`config.mk`:
```
export PLATFORM = sky130hd
export DESIGN_NAME = pllcfg_seq
export DESIGN_NICKNAME = d
export VERILOG_FILES = /design/src/rtl/pllcfg_seq.sv
export SDC_FILE = /design/constraint.sdc
export NUM_CORES = 1
export LEC_CHECK = 0
export ABC_AREA = 1
export BUFFER_PORTS_ARGS = -buffer_cell sky130_fd_sc_hd__buf_4
export CORE_ASPECT_RATIO = 0.75
export CORE_UTILIZATION = 51
export DETAILED_ROUTE_END_ITERATION = 6
export GPL_TIMING_DRIVEN = 0
export PLACE_DENSITY = 0.85
export SYNTH_ARGS = -nofsm -noshare
export SYNTH_HDL_FRONTEND = slang
export SYNTH_SLANG_ARGS = --single-unit
```
`constraint.sdc`:
```
create_clock -name clk -period 1.5 [get_ports clk]
set_input_delay 0.15 -clock clk [delete_from_list [all_inputs] [get_ports clk]]
set_output_delay 0.15 -clock clk [all_outputs]
set_load 0.005 [all_outputs]
```
`src/rtl/pllcfg_seq.sv`:
```
// pllcfg_seq: host-side PLL reconfiguration sequencer (PLL reset, lock wait, CPU handshake, lock check).
// Optional sticky lock-loss monitor is compiled in when PLLCFG_SEQ_LOCKMON_EN is defined.
module pllcfg_seq #(
  parameter int N_PLL   = 6,
  parameter int RST_CYC = 16,
  parameter int LOCK_TO = 65535,
  parameter int ACK_TO  = 1023
) (
  input  logic             clk,
  input  logic             rst,
  input  logic             cmd_start,
  input  logic [1:0]       cmd_type,
  input  logic [2:0]       cmd_ind,
  input  logic             cmd_abort,
  output logic [3:0]       cpu_cmd,
  input  logic [7:0]       cpu_stat,
  output logic [N_PLL-1:0] pll_rst,
  input  logic [N_PLL-1:0] pll_lock,
`ifdef PLLCFG_SEQ_LOCKMON_EN
  output logic [N_PLL-1:0] lock_lost,
  input  logic             lock_lost_clr,
`endif
  output logic             seq_busy,
  output logic             seq_done,
  output logic [2:0]       seq_err
);
  localparam int CMAX = (LOCK_TO > ACK_TO) ? ((LOCK_TO > RST_CYC) ? LOCK_TO : RST_CYC)
                                           : ((ACK_TO > RST_CYC) ? ACK_TO : RST_CYC);
  localparam int CW = $clog2(CMAX + 1);

  typedef enum logic [2:0] {IDLE, RST, LOCKW, CPU_REQ, CPU_WAIT, LOCKC, DONE} state_t;

  state_t           state;
  logic [N_PLL-1:0] lock_s1, lock_s2, sel;
  logic [2:0]       stat_q;
  logic [1:0]       typ;
  logic [CW-1:0]    cnt;
  logic             sel_lock, bad_cmd, fin, unused_stat;
  logic [2:0]       fin_err;

  // sel is one-hot, so an out-of-range index selects nothing
  assign sel_lock    = |(lock_s2 & sel);
  assign bad_cmd     = (32'(cmd_ind) >= N_PLL) || (cmd_type == 2'd3);
  assign unused_stat = ^cpu_stat[7:3];

  always_ff @(posedge clk) begin
    if (rst) begin
      lock_s1 <= '0;
      lock_s2 <= '0;
      stat_q  <= '0;
    end else begin
      lock_s1 <= pll_lock;
      lock_s2 <= lock_s1;
      stat_q  <= cpu_stat[2:0];
    end
  end

  // Every path into DONE funnels through fin/fin_err; abort overrides any state's own outcome.
  always_comb begin
    fin     = 1'b0;
    fin_err = 3'd0;
    case (state)
      LOCKW:
        if (sel_lock) fin = (typ == 2'd2);
        else if (cnt == CW'(LOCK_TO - 1)) begin fin = 1'b1; fin_err = 3'd1; end
      CPU_REQ:
        if (!stat_q[0] && cnt == CW'(ACK_TO - 1)) begin fin = 1'b1; fin_err = 3'd2; end
      CPU_WAIT:
        if (stat_q[2]) begin fin = 1'b1; fin_err = 3'd3; end
      LOCKC: begin
        fin     = 1'b1;
        fin_err = sel_lock ? 3'd0 : 3'd1;
      end
      default: ;
    endcase
    if (cmd_abort && state != IDLE && state != DONE) begin
      fin     = 1'b1;
      fin_err = 3'd4;
    end
  end

  always_ff @(posedge clk) begin
    if (rst) begin
      state    <= IDLE;
      cpu_cmd  <= '0;
      pll_rst  <= '0;
      seq_busy <= 1'b0;
      seq_done <= 1'b0;
      seq_err  <= '0;
      sel      <= '0;
      typ      <= '0;
      cnt      <= '0;
    end else if (fin) begin
      state    <= DONE;
      seq_err  <= fin_err;
      seq_done <= 1'b1;
      seq_busy <= 1'b0;
      cpu_cmd  <= {fin_err == 3'd4, 3'b000};
      pll_rst  <= '0;
      cnt      <= '0;
    end else begin
      case (state)
        IDLE:
          if (cmd_start) begin
            typ <= cmd_type;
            sel <= N_PLL'(1) << cmd_ind;
            if (bad_cmd) begin
              seq_err  <= 3'd5;
              seq_done <= 1'b1;
            end else begin
              seq_err  <= 3'd0;
              seq_done <= 1'b0;
              seq_busy <= 1'b1;
              pll_rst  <= N_PLL'(1) << cmd_ind;
              cnt      <= '0;
              state    <= RST;
            end
          end
        RST:
          if (cnt == CW'(RST_CYC - 1)) begin
            pll_rst <= '0;
            cnt     <= '0;
            state   <= LOCKW;
          end else cnt <= cnt + 1'b1;
        LOCKW:
          if (sel_lock) begin
            cpu_cmd <= {1'b0, typ, 1'b1};
            cnt     <= '0;
            state   <= CPU_REQ;
          end else cnt <= cnt + 1'b1;
        CPU_REQ:
          if (stat_q[0]) begin
            cpu_cmd[0] <= 1'b0;
            state      <= CPU_WAIT;
          end else cnt <= cnt + 1'b1;
        CPU_WAIT:
          if (stat_q[1]) state <= LOCKC;
        DONE: begin
          cpu_cmd <= '0;
          state   <= IDLE;
        end
        default: state <= IDLE;
      endcase
    end
  end

`ifdef PLLCFG_SEQ_LOCKMON_EN
  logic [N_PLL-1:0] lock_prev, lost_set;

  // The PLL being sequenced is expected to drop lock, so it is masked while busy.
  assign lost_set = lock_prev & ~lock_s2 & ~(seq_busy ? sel : '0);

  always_ff @(posedge clk) begin
    if (rst) begin
      lock_prev <= '0;
      lock_lost <= '0;
    end else begin
      lock_prev <= lock_s2;
      lock_lost <= (lock_lost_clr ? '0 : lock_lost) | lost_set;
    end
  end
`endif
endmodule

```
# After elaboration in Yosys (flattened, before gate mapping)
# Cells that the tools add are included.
dict set report word_totals {
  register_bits 57
  inputBits 23
  output_inout_bits 15
  wordCells 117
}
dict set report classes {
  n_addsub 1
  order_cmp 1
  eq_ne 26
  n_shift 1
  n_mux 44
  n_bitwise 3
  n_reduce_logical 26
}
# op n
set op_table {}
lappend op_table {{$mux 16} 5}
lappend op_table {{$pmux 16 s4} 1}
lappend op_table {{$mux 3} 12}
lappend op_table {{$ne 3x3->1 const B} 7}
lappend op_table {{$mux 6} 3}
lappend op_table {{$add 16x1->16 const B} 1}
lappend op_table {{$eq 16x10->1 const B} 1}
lappend op_table {{$eq 16x16->1 const B} 1}
lappend op_table {{$eq 16x4->1 const B} 1}
lappend op_table {{$pmux 3 s5} 1}
lappend op_table {{$ne 2x2->1 const B} 7}
lappend op_table {{$mux 1} 13}
lappend op_table {{$eq 3x3->1 const B} 4}
lappend op_table {{$pmux 6 s2} 1}
lappend op_table {{$reduce_and 6->1} 2}
lappend op_table {{$reduce_and 3->1} 3}
lappend op_table {{$reduce_bool 3->1} 3}
lappend op_table {{$mux 4} 2}
lappend op_table {{$pmux 2 s4} 1}
lappend op_table {{$reduce_and 4->1} 2}
lappend op_table {{$reduce_bool 2->1} 4}
lappend op_table {{$and 6x6->6} 1}
lappend op_table {{$eq 3x2->1 const B} 2}
lappend op_table {{$pmux 3 s2} 1}
lappend op_table {{16 further kinds} 23}

# Depth between registers and ports, before layout
dict set report logic_depth {
  ltp_word 7
  ltp_mapped 13
  ltp_nobuf 13
}

# Least setup slack after synthesis
# Ideal clock, no wire load.
dict set report synth_path {
  kind {register to register}
  from {register cnt[0]}
  to {register cnt[11]}
  setup_time_ns 0.062
  arrival_time_ns 1.519
  t_required_ns 1.438
  setup_slack_ns -0.081
  stages_incl_launch_ff 14
  n_path_buf 0
  synth_period_minus_slack_ns 1.581
  path_cell_list {dfxtp_1 inv_1 ha_1 nand3_1 inv_1 nand2_1 nor2_1 nand2_2 nand3_4 nor2_8 nand3_4 nor2_4 inv_4 nor2_2}
}
dict set report synth_between {
  elab_chain_len 6
  elab_cells_between_ends 15
  cone_classes {add/sub: 1; eq/ne: 3; mux: 9; reduce/logical: 2}
}
# element line
set synth_lines {}
lappend synth_lines {{start: declaration} 37} ;# logic [CW-1:0] cnt;
lappend synth_lines {{start signal: assignment} 124} ;# end else cnt <= cnt + 1'b1;
lappend synth_lines {{start signal: assignment} 130} ;# end else cnt <= cnt + 1'b1;
lappend synth_lines {{start signal: assignment} 135} ;# end else cnt <= cnt + 1'b1;
lappend synth_lines {{parallel branches: the longest is 6 deep, another holds $add 16x1->16} --}
# Parallel ways; which one is timed is not known. The select of a mux whose other input is x is not followed.
# A chain may end at the register's enable or synchronous reset.

# Worst setup path in the final report
dict set report layout_path {
  from {register state[2]}
  to {register pll_rst[2]}
}
dict set report layout_between {
  elab_chain_len 5
  elab_cells_between_ends 19
  cone_classes {eq/ne: 9; mux: 3; reduce/logical: 7}
}
# element line
set layout_lines {}
lappend layout_lines {{start: declaration} 33} ;# state_t state;
lappend layout_lines {{start signal: assignment} 84} ;# state <= IDLE;
lappend layout_lines {{start signal: assignment} 94} ;# state <= DONE;
lappend layout_lines {{start signal: assignment} 116} ;# state <= RST;
lappend layout_lines {{parallel branches: the longest is 5 deep, another holds $pmux 1 s4} --}
lappend layout_lines {{end signal: assignment} 114} ;# pll_rst <= N_PLL'(1) << cmd_ind;
lappend layout_lines {{end: declaration} 17} ;# output logic [N_PLL-1:0] pll_rst,
# Parallel ways; which one is timed is not known.

==> flow_summary_export.csv <==
group,metric,value,unit
run_status,status,"finished, violations left",
placement,io_buffers,32,
clock_tree,cts_sinks,57,
drt,firstDrtPassIters,6,
power,clockPowerShare,0.237,
critical_path,required,1.79,ns
timing,rsz0062_at_grt,"true",
global_route,grt_usage,0.268,
timing,hold_viol,0,
drt,drc,0,
layout,n_antenna_cell,0,
placement,place_congestion,0.865,
clock_tree,clk_latency,0.36,ns
floorplanning,core.rowCount,23,
timing,timing.slew.headroom,0.707,
clock_tree,clk_pin_slew_worst_paths,0.07,ns
timing,period_minus_slack,1.93,ns
timing,skew,0.0108,ns
floorplanning,die_width,87.8,um
power,p_int,4080,uW
timing,setup_viol_count_final,34,
power,combPwrFrac,0.469,
power,switching_power,2880,uW
yosys,synthesis.nets,439,
power,power_density,1720,nW/um2
clock_tree,cts_inserted_buffers,9,
global_route,grt_pass1_wl,11.6,mm
critical_path,cpPeakStageDelay,0.45,ns
timing,fin_ws,-0.431,ns
floorplanning,dieArea,5820,um2
power,p_seq_frac,0.293,
clock_tree,cts_tree,"yes",
drt,ant_nets,0,
timing,fin_hold_ws,0.0113,ns
drt,vias,3211,
drt,wl_per_cell,15.8,um
critical_path,critPathSlowestCell,"dfxtp_4",
yosys,yosysSeqAreaShare,0.405,
timing,fmax,518,MHz
layout,nets,519,
critical_path,cp-start-kind,"flip-flop",
power,p_leak,0.00187,uW
timing,drv_slew,0,
critical_path,path_cells,"inv_1 -> nor2_1 -> inv_1 -> nand3_4 -> nand3_4 -> buf_4 -> clkbuf_16 -> nor2_1",
layout,drive_gt1_frac,0.377,
critical_path,path_max_fanout,8,
floorplanning,ios,38,
clock_tree,h-tree-depth,3,
yosys,syn-cell-area,2820,um2
placement,place_hpwl,4.72,mm
timing,finalCritPeriodShare,1.29,
floorplanning,start_util,0.529,
yosys,synth_area_per_cell,6.80,um2
critical_path,endpoint_kind,"flip-flop",
drt,drt_iter0_drc,473,
layout,utilization,0.762,
run_status,violations,"setup timing",
clock_tree,clockBufferDepth,2,
drt,finalWirelength,9.09,mm
critical_path,path_class,"reg -> reg",
floorplanning,die_y,66.3,um
drt,vias_per_cell,5.59,
global_route,grt_max_degree,13,
timing,worst_pin_slew,0.436,ns
clock_tree,cts-root-buf,"clkbuf_8",
layout,fillers,324,
hold_path,hold_path.class,"in -> reg",
floorplanning,core-area,5320,um2
run,maxCapViolCount,0,
critical_path,critPathArrivalTime,2.22,ns
global_route,grt_overflow,0,
yosys,yosysUniqueCellTypes,31,
layout,syn_to_final_growth,44.1,%
power,peakVddDrop,0.884,mV
global_route,grt_pass1_vias,2548,
power,power_switching_share,0.413,
global_route,antenna_found_initial,0,
yosys,synth-seq-cells,57,
yosys,synth_warnings,0,
yosys,synthCells,414,
## worst max-delay path, delay by kind of cell, from the launching register on
kind,cells,cell delay [ns]
buffers and inverters,4,0.69
DFF,1,0.45
and+or+nand+nor,4,0.74
## cell usage after synthesis (all sizes together)
cell type | number | share of area
a21boi | 1 | 0.0027
a21oi | 21 | 0.039
a22oi | 1 | 0.0027
buf | 4 | 0.011
clkbuf | 2 | 0.0027
dfxtp | 57 | 0.41
ha | 2 | 0.0089
inv | 77 | 0.10
nand2 | 96 | 0.13
nand3 | 20 | 0.046
nand3b | 1 | 0.0027
nand4 | 8 | 0.018
nor2 | 77 | 0.13
nor3 | 10 | 0.021
o211ai | 1 | 0.0027
o21ai | 27 | 0.048
o22ai | 1 | 0.0022
or2 | 1 | 0.0022
xor2 | 7 | 0.022
## kinds of logic (layout without fill, tap and decap cells)
| family | after synthesis | after routing | synth area share |
|---|---|---|---|
| AO/OA/AOI/OAI | 52 | 52 | 0.0969 |
| XOR/XNOR | 7 | 7 | 0.0218 |
| adder cells (fa/ha/maj) | 2 | 2 | 0.00889 |
| buffers and inverters | 83 | 168 | 0.117 |
| flip-flops | 57 | 57 | 0.405 |
| AND/OR/NAND/NOR | 213 | 213 | 0.350 |
## registers in the layout (all words and copies together), names as in the netlist
| signal | count |
|---|---|
| seq_done | 1 |
| cpu_cmd | 4 |
| sel | 6 |
| pll_rst | 6 |
| lock_s1 | 6 |
| stat_q | 3 |
| seq_err | 3 |
| cnt | 16 |
| state | 3 |
| lock_s2 | 6 |
| typ | 2 |
| seq_busy | 1 |
## per-layer routing
metal | routed length (um) | part of all wire | up-vias | GRT usage
met5 | 0 | 0 | - | 0
met2 | 4080 | 0.45 | 231 | 0.405
met1 | 3560 | 0.39 | 1471 | 0.342
li1 | - | - | 1444 | -
met4 | 480 | 0.053 | 0 | 0.115
met3 | 971 | 0.11 | 65 | 0.0986
## path summary, 6_finish.rpt
check                           cells past startpoint                       to                   from  slack, ns
worst min-delay path                                3     stat_q[0]$_SDFF_PP0_            cpu_stat[0]       0.01
worst max register to register                      8  pll_rst[2]$_SDFFE_PP0P_  state[2]$_SDFFE_PP0P_      -0.43
worst max-delay path                                8  pll_rst[2]$_SDFFE_PP0P_  state[2]$_SDFFE_PP0P_      -0.43
worst min register to register                      2    lock_s2[4]$_SDFF_PP0_  lock_s1[4]$_SDFF_PP0_       0.40
## cell type report
type                            instances  area, um2  share of cell area
Inverter                               77        299              0.0737
Clock inverter                          7        103              0.0253
Buffer                                  6       56.3              0.0139
Timing Repair Buffer                   69        556               0.137
Clock buffer                            9        124              0.0305
Sequential cell                        57       1170               0.288
Tap cell                               75       93.8              0.0231
Multi-Input combinational cell        274       1660               0.408
## metrics by stage
stage	std cells	cell area (um2)	setup TNS [ns]	power, uW	worst slack [ns]
after floorplan	414	2840	-0.0163	3380	-0.0163
after global placement	521	3180	-5.92	3930	-0.302
after detailed placement	521	3180	-7.77	3980	-0.360
after CTS	556	3680	-2.86	5970	-0.159
after global routing	574	4060	-12.22	7250	-0.473
final	574	4060	-10.59	6960	-0.431
## repair_timing
item                                    in CTS  in global routing
buffers inserted                            13                 16
endpoints found under the hold margin        6                  0
pin swaps                                    9                 24
hold buffers                                 6                  0
endpoints found under the setup margin      40                 41
cloned                                       0                  2
gates resized for setup                     35                 76
## cell usage in the layout, fill, tap and decap left out, types with 3 or more instances in the layout
| cell | count |
|---|---|
| inv_2 | 8 |
| inv_1 | 66 |
| buf_4 | 59 |
| dfxtp_2 | 5 |
| dlygate4sd3_1 | 6 |
| nor2_4 | 16 |
| nand4_1 | 8 |
| nand2_4 | 4 |
| a21oi_1 | 18 |
| clkbuf_8 | 9 |
| o21ai_1 | 8 |
| nand2_1 | 74 |
| dfxtp_1 | 46 |
| nand3_4 | 5 |
| nor2_1 | 40 |
| nand2_2 | 18 |
| nand3_2 | 9 |
| nor2_2 | 20 |
| o21ai_0 | 17 |
| nor3_1 | 8 |
| dfxtp_4 | 6 |
| nand3_1 | 6 |
| xor2_1 | 7 |
| buf_6 | 5 |
| clkinv_4 | 3 |
## power by group through the flow
stage	Combinational [uW]	Clock [uW]	Sequential [uW]
CTS	2300	1660	2010
global route	3460	1720	2070
global placement	1940	0	1990
floorplan	1410	0	1970
detailed placement	1980	0	1990
finish	3270	1650	2040
(Power assumes the default switching activity.)
